**src/rtl/fetch_pkg.sv**
```systemverilog
// Shared types and constants for the instruction-fetch stage.
package fetch_pkg;

  typedef enum logic [1:0] {
    BOOT   = 2'd0,
    RUN    = 2'd1,
    HALTED = 2'd2
  } fetch_state_e;

  typedef struct packed {
    logic [31:0] pc;
    logic [31:0] instr;
  } fetch_entry_t;

  localparam logic [31:0] INSTR_NOP = 32'h0000_0013;

endpackage

```
**src/rtl/fetch_queue.sv**
```systemverilog
// Synchronous FIFO of fetch entries; head is a register read, flush beats push/pop.
module fetch_queue
  import fetch_pkg::*;
#(
  parameter int QDEPTH = 2
) (
  input  logic         clk,
  input  logic         rst,
  input  logic         push,
  input  logic         pop,
  input  logic         flush,
  input  fetch_entry_t din,
  output logic         full,
  output logic         empty,
  output fetch_entry_t head
);

  localparam int AW = $clog2(QDEPTH);

  logic [AW:0]  wr_ptr_r;
  logic [AW:0]  rd_ptr_r;
  fetch_entry_t mem_r [QDEPTH];
  logic         push_ok_s;
  logic         pop_ok_s;

  // Extra pointer MSB separates full (MSBs differ) from empty (pointers equal).
  assign full      = (wr_ptr_r[AW] != rd_ptr_r[AW]) && (wr_ptr_r[AW-1:0] == rd_ptr_r[AW-1:0]);
  assign empty     = (wr_ptr_r == rd_ptr_r);
  assign head      = mem_r[rd_ptr_r[AW-1:0]];
  assign pop_ok_s  = pop && !empty;
  assign push_ok_s = push && (!full || pop_ok_s);

  // Read/write pointer update.
  always_ff @(posedge clk) begin
    if (rst || flush) begin
      wr_ptr_r <= '0;
      rd_ptr_r <= '0;
    end else begin
      if (push_ok_s) wr_ptr_r <= wr_ptr_r + 1'b1;
      if (pop_ok_s)  rd_ptr_r <= rd_ptr_r + 1'b1;
    end
  end

  // Entry storage.
  always_ff @(posedge clk) begin
    if (rst) begin
      for (int i = 0; i < QDEPTH; i++) begin
        mem_r[i] <= '{pc: 32'h0000_0000, instr: INSTR_NOP};
      end
    end else if (push_ok_s && !flush) begin
      mem_r[wr_ptr_r[AW-1:0]] <= din;
    end
  end

endmodule

```
**src/rtl/fetch_unit.sv**
```systemverilog
// Fetch stage: owns the PC, reads the combinational ROM and queues {pc, instr}
// towards decode; supports redirect (flush) and debug halt/resume.
module fetch_unit
  import fetch_pkg::*;
#(
  parameter logic [31:0] RESET_PC = 32'h0000_0000,
  parameter int          QDEPTH   = 2
) (
  input  logic        clk,
  input  logic        rst,
  output logic [31:0] imem_addr,
  input  logic [31:0] imem_rdata,
  input  logic        redirect_valid,
  input  logic [31:0] redirect_pc,
  input  logic        halt_req,
  input  logic        resume_req,
  output logic        if_valid,
  input  logic        if_ready,
  output logic [31:0] if_pc,
  output logic [31:0] if_instr,
  output logic        halted
);

  fetch_state_e state_r;
  fetch_state_e state_nxt_s;
  logic [31:0]  pc_r;
  logic [31:0]  pc_nxt_s;
  logic         push_s;
  logic         pop_s;
  logic         q_full_s;
  logic         q_empty_s;
  fetch_entry_t din_s;
  fetch_entry_t head_s;

  assign imem_addr = pc_r;
  assign if_valid  = !q_empty_s;
  assign if_pc     = head_s.pc;
  assign if_instr  = head_s.instr;
  assign halted    = (state_r == HALTED);
  assign din_s     = '{pc: pc_r, instr: imem_rdata};

  // Handshake, next-pc mux and next-state; redirect discards same-cycle pop/enqueue.
  always_comb begin
    pop_s       = !q_empty_s && if_ready && !redirect_valid;
    push_s      = (state_r == RUN) && !halt_req && !redirect_valid && (!q_full_s || pop_s);
    pc_nxt_s    = pc_r;
    state_nxt_s = state_r;
    if (redirect_valid) begin
      pc_nxt_s = {redirect_pc[31:2], 2'b00};
    end else if (push_s) begin
      pc_nxt_s = pc_r + 32'd4;
    end else begin
      pc_nxt_s = pc_r;
    end
    case (state_r)
      BOOT:    state_nxt_s = halt_req ? HALTED : RUN;
      RUN:     state_nxt_s = halt_req ? HALTED : RUN;
      HALTED:  state_nxt_s = (resume_req && !halt_req && !redirect_valid) ? RUN : HALTED;
      default: state_nxt_s = BOOT;
    endcase
  end

  // PC and FSM state registers.
  always_ff @(posedge clk) begin
    if (rst) begin
      pc_r    <= RESET_PC;
      state_r <= BOOT;
    end else begin
      pc_r    <= pc_nxt_s;
      state_r <= state_nxt_s;
    end
  end

  fetch_queue #(
    .QDEPTH(QDEPTH)
  ) u_queue (
    .clk  (clk),
    .rst  (rst),
    .push (push_s),
    .pop  (pop_s),
    .flush(redirect_valid),
    .din  (din_s),
    .full (q_full_s),
    .empty(q_empty_s),
    .head (head_s)
  );

endmodule

```
**config.mk**
```make
export PLATFORM = sky130hd
export DESIGN_NAME = fetch_unit
export DESIGN_NICKNAME = d
export VERILOG_FILES = /design/src/rtl/fetch_pkg.sv /design/src/rtl/fetch_queue.sv /design/src/rtl/fetch_unit.sv
export SDC_FILE = /design/constraint.sdc
export NUM_CORES = 1
export LEC_CHECK = 0
export ABC_AREA = 1
export CAP_MARGIN = 20
export CORE_ASPECT_RATIO = 0.75
export CORE_MARGIN = 2
export CORE_UTILIZATION = 35
export CTS_CLUSTER_DIAMETER = 120
export DETAILED_ROUTE_END_ITERATION = 10
export GPL_ROUTABILITY_DRIVEN = 0
export PLACE_DENSITY_LB_ADDON = 0.05
export RECOVER_POWER = 100
export SLEW_MARGIN = 5
export SYNTH_ARGS = -nofsm -noshare
export SYNTH_HDL_FRONTEND = slang
export SYNTH_SLANG_ARGS = --single-unit
```
**constraint.sdc**
```tcl
create_clock -name clk -period 4.5 [get_ports clk]
set_clock_uncertainty 0.1 [all_clocks]
set_input_delay 0.9 -clock clk [delete_from_list [all_inputs] [get_ports clk]]
set_output_delay 0.9 -clock clk [all_outputs]
set_load 0.01 [all_outputs]
```
==> impl_metrics.json <==
{
  "outcome": "finished clean",
  "cts_root_buffer": "clkbuf_16",
  "nNetsFinal": 1052,
  "start_util": 0.354,
  "leakagePower_nw": 4.10,
  "drtPass1Iterations": 5,
  "nFillCells": 2178,
  "yosysUniqueCellTypes": 32,
  "register_area_um2": 4460,
  "wire_per_inst_um": 15.9,
  "yosysSeqAreaShare": 0.577,
  "grt_usage": 0.182,
  "dp_cells": 1256,
  "switching_power_w": 0.000822,
  "grt_max_degree": 63,
  "cts_tree": "built",
  "die_h_um": 133,
  "area_delta_synth_final_pct": 31.0,
  "ys_ff_latch": 161,
  "grt_pass1_wl_um": 32400,
  "internal_power_w": 0.00258,
  "route.vias.total": 5913,
  "netlist_area_um2": 7740,
  "cap_violations": 0,
  "critPathLaunchType": "register",
  "rsz0062_at_grt": "no",
  "combinationalPowerShare": 0.094,
  "hold_viol": 0,
  "coreArea_um2": 21900,
  "clock_latency_ns": 0.42,
  "final_common_cell": "nand2_1",
  "final-setup-viol-count": 0,
  "pwr-share-seq": 0.496,
  "worst_slew_pin_slew_ns": 1.16,
  "num_antenna_cells": 0,
  "clk_pin_slew_ns": 0.06,
  "setup-tns-final_ns": 0,
  "power_w": 0.00340,
  "period_share": 0.862,
  "cts.repair.resized": 0,
  "detail-route-antenna-nets": 0,
  "cts_setup_buffers": 0,
  "cp.arrival_ns": 2.88,
  "rows": 47,
  "grt_overflow": 0,
  "stdcell_count": 1288,
  "worstSetupPathType": "register to primary output",
  "hp-class": "register to register",
  "cp-end-kind": "primary output",
  "max-vdd-ir-drop_uv": 203,
  "multi_input_area_um2": 2640,
  "min_period_ns": 3.88,
  "routed_via_density": 4.59,
  "hold_buffers": 0,
  "cts_made_buffers": 17,
  "slew_viol_final": 0,
  "switching_share": 0.242,
  "final_cell_mix": "172 x nand2_1, 168 x nor2_1, 124 x edfxtp_1",
  "fmax_mhz": 258,
  "required_ns": 3.50,
  "grt_pass1_vias": 5606,
  "dp_hpwl_um": 13900,
  "antenna_found_initial": 0,
  "power_density_nw_per_um2": 336,
  "critPathMaxFanout": 40,
  "ys_warn_count": 0,
  "die_w_um": 176,
  "ios": 168,
  "synthCells": 822,
  "portBuffers": 161,
  "hold_slack_ns": 0.395,
  "syn-mean-instance-area_um2": 9.41,
  "drive_above_1_share": 0.105,
  "cts_buffer_depth": 2,
  "drc_errors": 0,
  "cts-htree-levels": 4,
  "wirelength_um": 20500,
  "clkPwrFrac": 0.410,
  "drt_iter0_drc": 372,
  "slew_headroom": 0.223,
  "die-area_um2": 23300,
  "clkSinkCount": 161
}
Yosys cell counts, drive strengths merged:
master   instances  share of area
o21ai           28          0.018
mux2            62          0.090
nor2           171          0.086
nand3           45          0.029
nor3b            1        0.00097
clkbuf           9         0.0045
a22oi            1        0.00097
nand4            4         0.0032
and3             1        0.00081
ha               1         0.0016
buf             27          0.027
inv            104          0.050
clkinv           2        0.00097
nor3             2         0.0013
conb             1        0.00048
o211ai           2         0.0019
xor2             2         0.0023
a21boi           1        0.00097
nand2          173          0.085
o2111ai          2         0.0023
edfxtp         124           0.48
xnor2            1         0.0011
and2             1        0.00081
a21oi           20          0.013
dfxtp           37          0.096
final timing paths:
kind                            start             endpoint  slack [ns]  cells after the start
hold reg to reg   u_queue.wr_ptr_r[1]  u_queue.wr_ptr_r[1]        0.39                      2
setup reg to reg  u_queue.rd_ptr_r[0]        imem_addr[21]        1.43                      9
hold / removal    u_queue.wr_ptr_r[1]  u_queue.wr_ptr_r[1]        0.39                      2
setup / recovery             register         if_instr[18]        0.62                      3
per-stage QoR:
stage | worst slack (ns) | area [µm²] | utilization
floorplan | 0.830 | 7750 | -
global placement | 0.913 | 9600 | 0.439
detailed placement | 0.878 | 9600 | 0.439
CTS | 1.05 | 10200 | 0.464
global route | 0.489 | 10100 | 0.464
finish | 0.623 | 10100 | 0.464
critical path, cell delays in order (launching register included):
cell,delay (ns)
dfxtp_1,1.09
buf_12,0.34
mux2_2,0.37
dlygate4sd3_1,0.61
logic make-up (layout without fill, tap and decap cells):
kind of cell,Yosys count,count (layout),synth area share
AND/OR/NAND/NOR,398,398,0.207
adder cells (fa/ha/maj),1,1,0.00162
XOR/XNOR,3,3,0.00340
other,1,4,0.000485
flip-flops,161,161,0.577
buffers and inverters,142,311,0.0833
AO/OA/AOI/OAI,54,54,0.0372
multiplexers,62,62,0.0902
power groups by stage:
stage	Sequential [W]	Combinational [W]	Clock [W]
CTS	0.00169	0.000337	0.00142
finish	0.00169	0.000318	0.00140
floorplan	0.00172	0.000142	0
detailed placement	0.00172	0.000335	0
global placement	0.00172	0.000336	0
global route	0.00170	0.000352	0.00149
flip-flops by register name, summed over array words and instances, names as in the netlist, named ones only:
signal and count:
u_queue.mem_r 124, imem_addr 30, state_r 2, u_queue.rd_ptr_r 2, u_queue.wr_ptr_r 2
final cells by class:
class,count,area share
clock buffer,18,0.0423
clock inverter,14,0.0127
inverter,106,0.0392
multi-input combinational,522,0.260
sequential,161,0.440
tap,294,0.0363
timing repair buffer,173,0.169
metal layers:
layer	part of all wire	wire length [µm]	global-route usage
met3	0.048	978	0.0356
met2	0.44	9000	0.268
met5	0	0	0
met1	0.51	10400	0.273
met4	0.0070	143	0.0473
No activity file was read; power rests on OpenSTA's default activity.
